**src/rtl/instr_encoder.sv**
```systemverilog
// Encodes RV32I field bundles into 32-bit instruction words and streams them,
// with incrementing word addresses, to an instruction-memory write port.
module instr_encoder #(
    parameter int P_ADDR_W = 32,
    parameter int P_LEN_W  = 16
) (
    input  logic                iclk,
    input  logic                irst_n,
    input  logic                istart,
    input  logic [P_ADDR_W-1:0] ibase,
    input  logic [P_LEN_W-1:0]  ilen,
    input  logic                ivalid,
    output logic                oready_in,
    input  logic [3:0]          iclass,
    input  logic [2:0]          ifunct3,
    input  logic                ifunct7b5,
    input  logic [4:0]          ird,
    input  logic [4:0]          irs1,
    input  logic [4:0]          irs2,
    input  logic [31:0]         iimm,
    output logic                ovalid,
    input  logic                iready,
    output logic [P_ADDR_W-1:0] oaddr,
    output logic [31:0]         owdata,
    output logic                obusy,
    output logic                odone,
    output logic                oerr,
    input  logic                iclr_err
);

    typedef enum logic [1:0] {IDLE, RUN, DONE} state_t;

    localparam logic [6:0] OP_LOAD   = 7'b0000011;
    localparam logic [6:0] OP_STORE  = 7'b0100011;
    localparam logic [6:0] OP_R      = 7'b0110011;
    localparam logic [6:0] OP_BRANCH = 7'b1100011;
    localparam logic [6:0] OP_I      = 7'b0010011;
    localparam logic [6:0] OP_JAL    = 7'b1101111;
    localparam logic [6:0] OP_AUIPC  = 7'b0010111;
    localparam logic [6:0] OP_LUI    = 7'b0110111;
    localparam logic [6:0] OP_JALR   = 7'b1100111;

    state_t             state;
    logic [P_LEN_W-1:0] remaining;
    logic [P_LEN_W-1:0] issued;
    logic [P_LEN_W-1:0] len;

    logic [31:0] word;
    logic        legal;
    logic        range_err;
    logic        align_err;
    logic        fit12, fit13, fit21;
    logic        accept, emit, xfer, bad;
    logic [1:0]  unused_base_bits;

    assign unused_base_bits = ibase[1:0];

    // Sign-fit: all bits above the field's sign bit must equal it.
    assign fit12 = (&iimm[31:11]) | ~(|iimm[31:11]);
    assign fit13 = (&iimm[31:12]) | ~(|iimm[31:12]);
    assign fit21 = (&iimm[31:20]) | ~(|iimm[31:20]);

    always_comb begin
        word      = 32'd0;
        legal     = 1'b1;
        range_err = 1'b0;
        align_err = 1'b0;
        case (iclass)
            4'd0: begin
                word      = {iimm[11:0], irs1, ifunct3, ird, OP_LOAD};
                range_err = !fit12;
            end
            4'd1: begin
                word      = {iimm[11:5], irs2, irs1, ifunct3, iimm[4:0], OP_STORE};
                range_err = !fit12;
            end
            4'd2: word = {1'b0, ifunct7b5, 5'b00000, irs2, irs1, ifunct3, ird, OP_R};
            4'd3: begin
                word      = {iimm[12], iimm[10:5], irs2, irs1, ifunct3, iimm[4:1], iimm[11], OP_BRANCH};
                range_err = !fit13;
                align_err = iimm[0];
            end
            4'd4: begin
                if (ifunct3 == 3'b001 || ifunct3 == 3'b101)
                    word = {1'b0, ifunct7b5, 5'b00000, iimm[4:0], irs1, ifunct3, ird, OP_I};
                else
                    word = {iimm[11:0], irs1, ifunct3, ird, OP_I};
                range_err = !fit12;
            end
            4'd5: begin
                word      = {iimm[20], iimm[10:1], iimm[11], iimm[19:12], ird, OP_JAL};
                range_err = !fit21;
                align_err = iimm[0];
            end
            4'd6: word = {iimm[31:12], ird, OP_AUIPC};
            4'd7: word = {iimm[31:12], ird, OP_LUI};
            4'd8: begin
                word      = {iimm[11:0], irs1, 3'b000, ird, OP_JALR};
                range_err = !fit12;
            end
            default: legal = 1'b0;
        endcase
    end

    assign oready_in = (state == RUN) && (issued < len) && (!ovalid || iready);
    assign accept    = ivalid && oready_in;
    assign emit      = accept && legal;
    assign xfer      = ovalid && iready;
    assign bad       = accept && (!legal || range_err || align_err);
    assign obusy     = (state == RUN);

    always_ff @(posedge iclk or negedge irst_n) begin
        if (!irst_n) begin
            state     <= IDLE;
            remaining <= '0;
            issued    <= '0;
            len       <= '0;
            ovalid    <= 1'b0;
            oaddr     <= '0;
            owdata    <= 32'd0;
            odone     <= 1'b0;
            oerr      <= 1'b0;
        end else begin
            odone <= 1'b0;
            // A new error wins over a simultaneous clear.
            if (bad)
                oerr <= 1'b1;
            else if (iclr_err)
                oerr <= 1'b0;

            case (state)
                IDLE: begin
                    if (istart) begin
                        oaddr     <= {ibase[P_ADDR_W-1:2], 2'b00};
                        remaining <= ilen;
                        len       <= ilen;
                        issued    <= '0;
                        ovalid    <= 1'b0;
                        if (ilen == '0) begin
                            state <= DONE;
                            odone <= 1'b1;
                        end else begin
                            state <= RUN;
                        end
                    end
                end
                RUN: begin
                    if (emit) begin
                        owdata <= word;
                        issued <= issued + P_LEN_W'(1);
                        ovalid <= 1'b1;
                    end else if (xfer) begin
                        ovalid <= 1'b0;
                    end
                    if (xfer) begin
                        oaddr     <= oaddr + P_ADDR_W'(4);
                        remaining <= remaining - P_LEN_W'(1);
                        if (remaining == P_LEN_W'(1)) begin
                            state <= DONE;
                            odone <= 1'b1;
                        end
                    end
                end
                default: state <= IDLE;
            endcase
        end
    end

endmodule

```
**config.mk**
```make
export PLATFORM = sky130hd
export DESIGN_NAME = instr_encoder
export DESIGN_NICKNAME = d
export VERILOG_FILES = /design/src/rtl/instr_encoder.sv
export SDC_FILE = /design/constraint.sdc
export NUM_CORES = 1
export LEC_CHECK = 0
export ABC_AREA = 1
export ABC_CLOCK_PERIOD_IN_PS = 3560
export BUFFER_PORTS_ARGS = -buffer_cell sky130_fd_sc_hd__buf_2
export CELL_PAD_IN_SITES_DETAIL_PLACEMENT = 0
export CELL_PAD_IN_SITES_GLOBAL_PLACEMENT = 1
export CORE_UTILIZATION = 42
export DETAILED_ROUTE_END_ITERATION = 12
export GPL_ROUTABILITY_DRIVEN = 0
export PLACE_DENSITY_LB_ADDON = 0.1
export RECOVER_POWER = 25
export SKIP_CTS_REPAIR_TIMING = 1
export SYNTH_ARGS = -nofsm -noshare
export SYNTH_HDL_FRONTEND = slang
export SYNTH_SLANG_ARGS = --single-unit
```
**constraint.sdc**
```tcl
create_clock -name iclk -period 3.56 [get_ports iclk]
set_input_delay 0.356 -clock iclk [delete_from_list [all_inputs] [get_ports iclk]]
set_output_delay 0.356 -clock iclk [all_outputs]
set_load 0.02 [all_outputs]
```
==> summary.txt <==
Min path
  • Hold path start: iclr_err
  • Path type of the worst min-delay path: input port to flop

Run status
  • Result of the run: complete, but fails checks
  • Violated checks: capacitance limit, slew limit

Pwr
  • Internal power of the cells: 0.00415 W
  • Switch Pwr: 0.00330 W
  • Static leakage: 4.47 nW
  • Clock network fraction of total power: 24.7%
  • Sequential fraction of design power: 30.8%
  • Fraction of power consumed by combinational cells: 44.5%
  • Sum of internal, switching and leakage power: 0.00745 W
  • Proportion of total power due to net switching: 44.3%
  • Worst-case vdd ir drop: 0.000551 V
  • Power density of the placed cells: 833 nW/um2

Critical path
  • Type of element capturing the critical path: flop
  • Slowest stage delay, CP: 480 ps
  • Critical Path Sink: issued[5]
  • CP cell instances: ha_1 -> a21oi_1 -> nor2_1 -> nor3_1 -> nand2_1 -> nand2_1 -> nand2_1 -> nand2_1 -> nand4_4 -> nand2_2 -> nand2_1 -> nand2_1
  • Register-to-Register Path Depth: 12
  • Reg-to-reg critical path endpoint: issued[5]
  • Reg2Reg Setup Slack: 950 ps
  • Worst-path maximum fanout: 39
  • Logic depth of the worst path, buffers included: 12
  • Crit-path leading delay family: simple AND/OR/NAND/NOR gates
  • Arrival time at the worst endpoint: 2960 ps
  • Critical path launch point type: flop
  • Start point of the critical path: issued[5]
  • Critical path's most frequent cell: nand2_1
  • Critical R2R Launch: issued[5]
  • Critical setup path kind: flop to flop
  • Sum of buffers and inverters on the critical path: 0
  • Worst endpoint required time: 3910 ps
  • Crit path max-delay cell type: nand2_2

Timing
  • Accumulated negative setup slack: 0 ps
  • Fin crit share: 73.4%
  • Minimum hold slack: 110 ps
  • Total count of max-transition violations in the final report: 60
  • Worst relative slew slack: -4.31%
  • Final worst setup slack: 945 ps
  • Number of failing setup endpoints in the final timing report: 0
  • Worst clock skew on the final layout: 8.45 ps
  • Slew at the pin closest to its max-slew limit: 1560 ps
  • Number of hold violations in the final report: 0
  • Unrepaired setup endpoints after global routing: no
  • Max Freq: 382 MHz
  • Shortest period the worst path allows: 2610 ps

Flow run
  • Number of maximum-capacitance violations: 1

Placement
  • Number of buffers added on ports: 173
  • Post-DP HPWL: 15.5 mm
  • Post-place setup slack: 938 ps

Floorplanning
  • Area of the core: 16800 um2
  • Starting density of the core: 43.3%
  • I/O pin total: 178
  • Die footprint: 17800 um2
  • Floorplan row count: 47
  • Die boundary height: 134 um
  • Horizontal die dimension: 134 um

Logic synthesis
  • Area contributors post-synth: dfrtp_1 (39%), nand2_1 (12%), inv_1 (5.8%), nor2_1 (5.6%), nand3_1 (4.5%)
  • Synth Instances: 1008
  • Cell type with the largest total area after synthesis: dfrtp_1
  • Number of distinct library cells after synthesis: 49
  • Number of enable flip-flop cells after synthesis: 0
  • Proportion of netlist area held by the largest area contributor: 39.3%
  • Sequential element share of the synthesized area: 39.3%
  • Average cell area after synthesis: 7.21 um2
  • Netlist area before placement: 7260 um2
  • Most common flop cell mapped by yosys: dfrtp_1
  • Fraction of registers with async set or reset after synthesis: 100%
  • Total of flip-flops plus latches after synthesis: 114
  • Number of warnings issued by yosys: 0

Drt
  • Wire length per cell: 14.9 um
  • Total number of vias: 7260
  • Via-to-Cell Ratio: 5.16
  • Detailed Routing Iterations Pass 1: 5
  • Final routed wirelength across all metal layers: 21.0 mm
  • Antenna Nets Post-Route: 0
  • Number of remaining DRC errors: 0
  • Number of design-rule violations left by the first detailed-router iteration: 498

Clock tree
  • Clock Root Buffer: clkbuf_16
  • Clock latency on the worst-skew pair: 410 ps
  • CTS clk-pin slew, worst paths: 60 ps
  • CTS tree: done
  • H-tree lvl count: 4
  • Cts bufs inserted: 17
  • Maximum clock insertion buffer count: 2
  • Number of sinks on the clock net: 114

GRT
  • Global-route wire length before repair: 34.1 mm
  • Initial antenna violation count: 0
  • Sum of overflow across all layers after global routing: 0
  • Vias in the first global route: 6705
  • GR Util All Layers: 24.2%
  • Pin count of the biggest net entering global routing: 60

Finish
  • Share of layout cells above drive strength 1: 20.3%
  • Fin util: 53.4%
  • ANT cells: 0
  • Relative area change from synthesis to final layout: 23.1%
  • Final #Nets: 1302
logic make-up after synthesis:
logic type | Yosys count | share of synthesized area [%]
mux | 1 | 0.155
other cells | 1 | 0.0516
fa+ha+maj | 19 | 3.27
flops | 114 | 39.3
buf+inv | 162 | 8.94
xor+xnor | 30 | 3.62
compound gates | 202 | 15.6
simple gates | 479 | 29.1
registers in the layout, indices dropped and copies added, names as in the netlist:
| register | cells |
|---|---|
| issued | 16 |
| odone | 1 |
| ovalid | 1 |
| remaining | 16 |
| oaddr | 30 |
| len | 16 |
| state | 2 |
| owdata | 31 |
| oerr | 1 |
cells in the final DEF (no fill, tap or decap), types with 25 or more instances in the layout:
| cell type | n |
|---|---|
| o21ai_0 | 59 |
| o21ai_1 | 62 |
| nand3_1 | 66 |
| nor2_1 | 109 |
| inv_1 | 113 |
| buf_2 | 172 |
| a21oi_1 | 28 |
| nor3_1 | 25 |
| xor2_1 | 29 |
| dfrtp_1 | 114 |
| nand2_1 | 225 |
metal layers:
metal	share of wire, %	global-route usage (%)	routed length (um)	up-vias
met5	0	0	0	-
met4	0.83	5.37	174	0
met3	5.2	5.44	1090	20
met2	44	36.8	9180	178
met1	50	34.9	10600	3368
li1	-	-	-	3694
final cells by class:
| cell class | count | area [um2] |
|---|---|---|
| flip-flops and latches | 114 | 2850 |
| inverters | 124 | 470 |
| clock inverters | 10 | 155 |
| well taps | 220 | 275 |
| clock buffers | 22 | 474 |
| fillers | 1684 | 7820 |
| multi-input cells | 733 | 3770 |
| repair buffers | 184 | 941 |
power groups by stage:
stage | logic (W) | registers [W] | clock network, W
after floorplan | 0.00201 | 0.00261 | 0
after global placement | 0.00330 | 0.00230 | 0
after detailed placement | 0.00333 | 0.00230 | 0
after CTS | 0.00334 | 0.00229 | 0.00187
after global routing | 0.00373 | 0.00237 | 0.00193
final | 0.00331 | 0.00230 | 0.00184
per-stage QoR:
| step | instance area, um2 | instances |
|---|---|---|
| 2_1_floorplan | 7270 | 1009 |
| 3_3_place_gp | 8320 | 1375 |
| 3_5_place_dp | 8320 | 1375 |
| 4_1_cts | 8950 | 1407 |
| 5_1_grt | 8940 | 1407 |
| 6_report | 8940 | 1407 |
worst min path at each step:
| stage | endpoint | cells after the start |
|---|---|---|
| finish | oerr | 2 |
| global route | oerr | 2 |
| CTS | issued[10] | 1 |
| detailed placement | owdata[16] | 2 |
| global placement | owdata[12] | 2 |
| floorplan | issued[0] | 0 |
Yosys cell counts, types with 3 or more instances:
library cell  number
buf_1              4
buf_4              4
nor3_2             4
o21ai_1           62
nor3_1            25
nand2_1          225
nand2_2            3
nor2_1           109
a21oi_1           28
clkbuf_1          18
xor2_1            29
nor2_2             3
nand3_1           66
inv_2              7
nand4_1           12
ha_1              19
o211ai_1           6
buf_2             11
a22oi_1           12
nor4_1            15
nand3_2            3
o21ai_0           59
nand3b_1           4
o22ai_1           19
a221oi_1           6
inv_1            113
dfrtp_1          114
No activity file was read; power rests on OpenSTA's default activity.
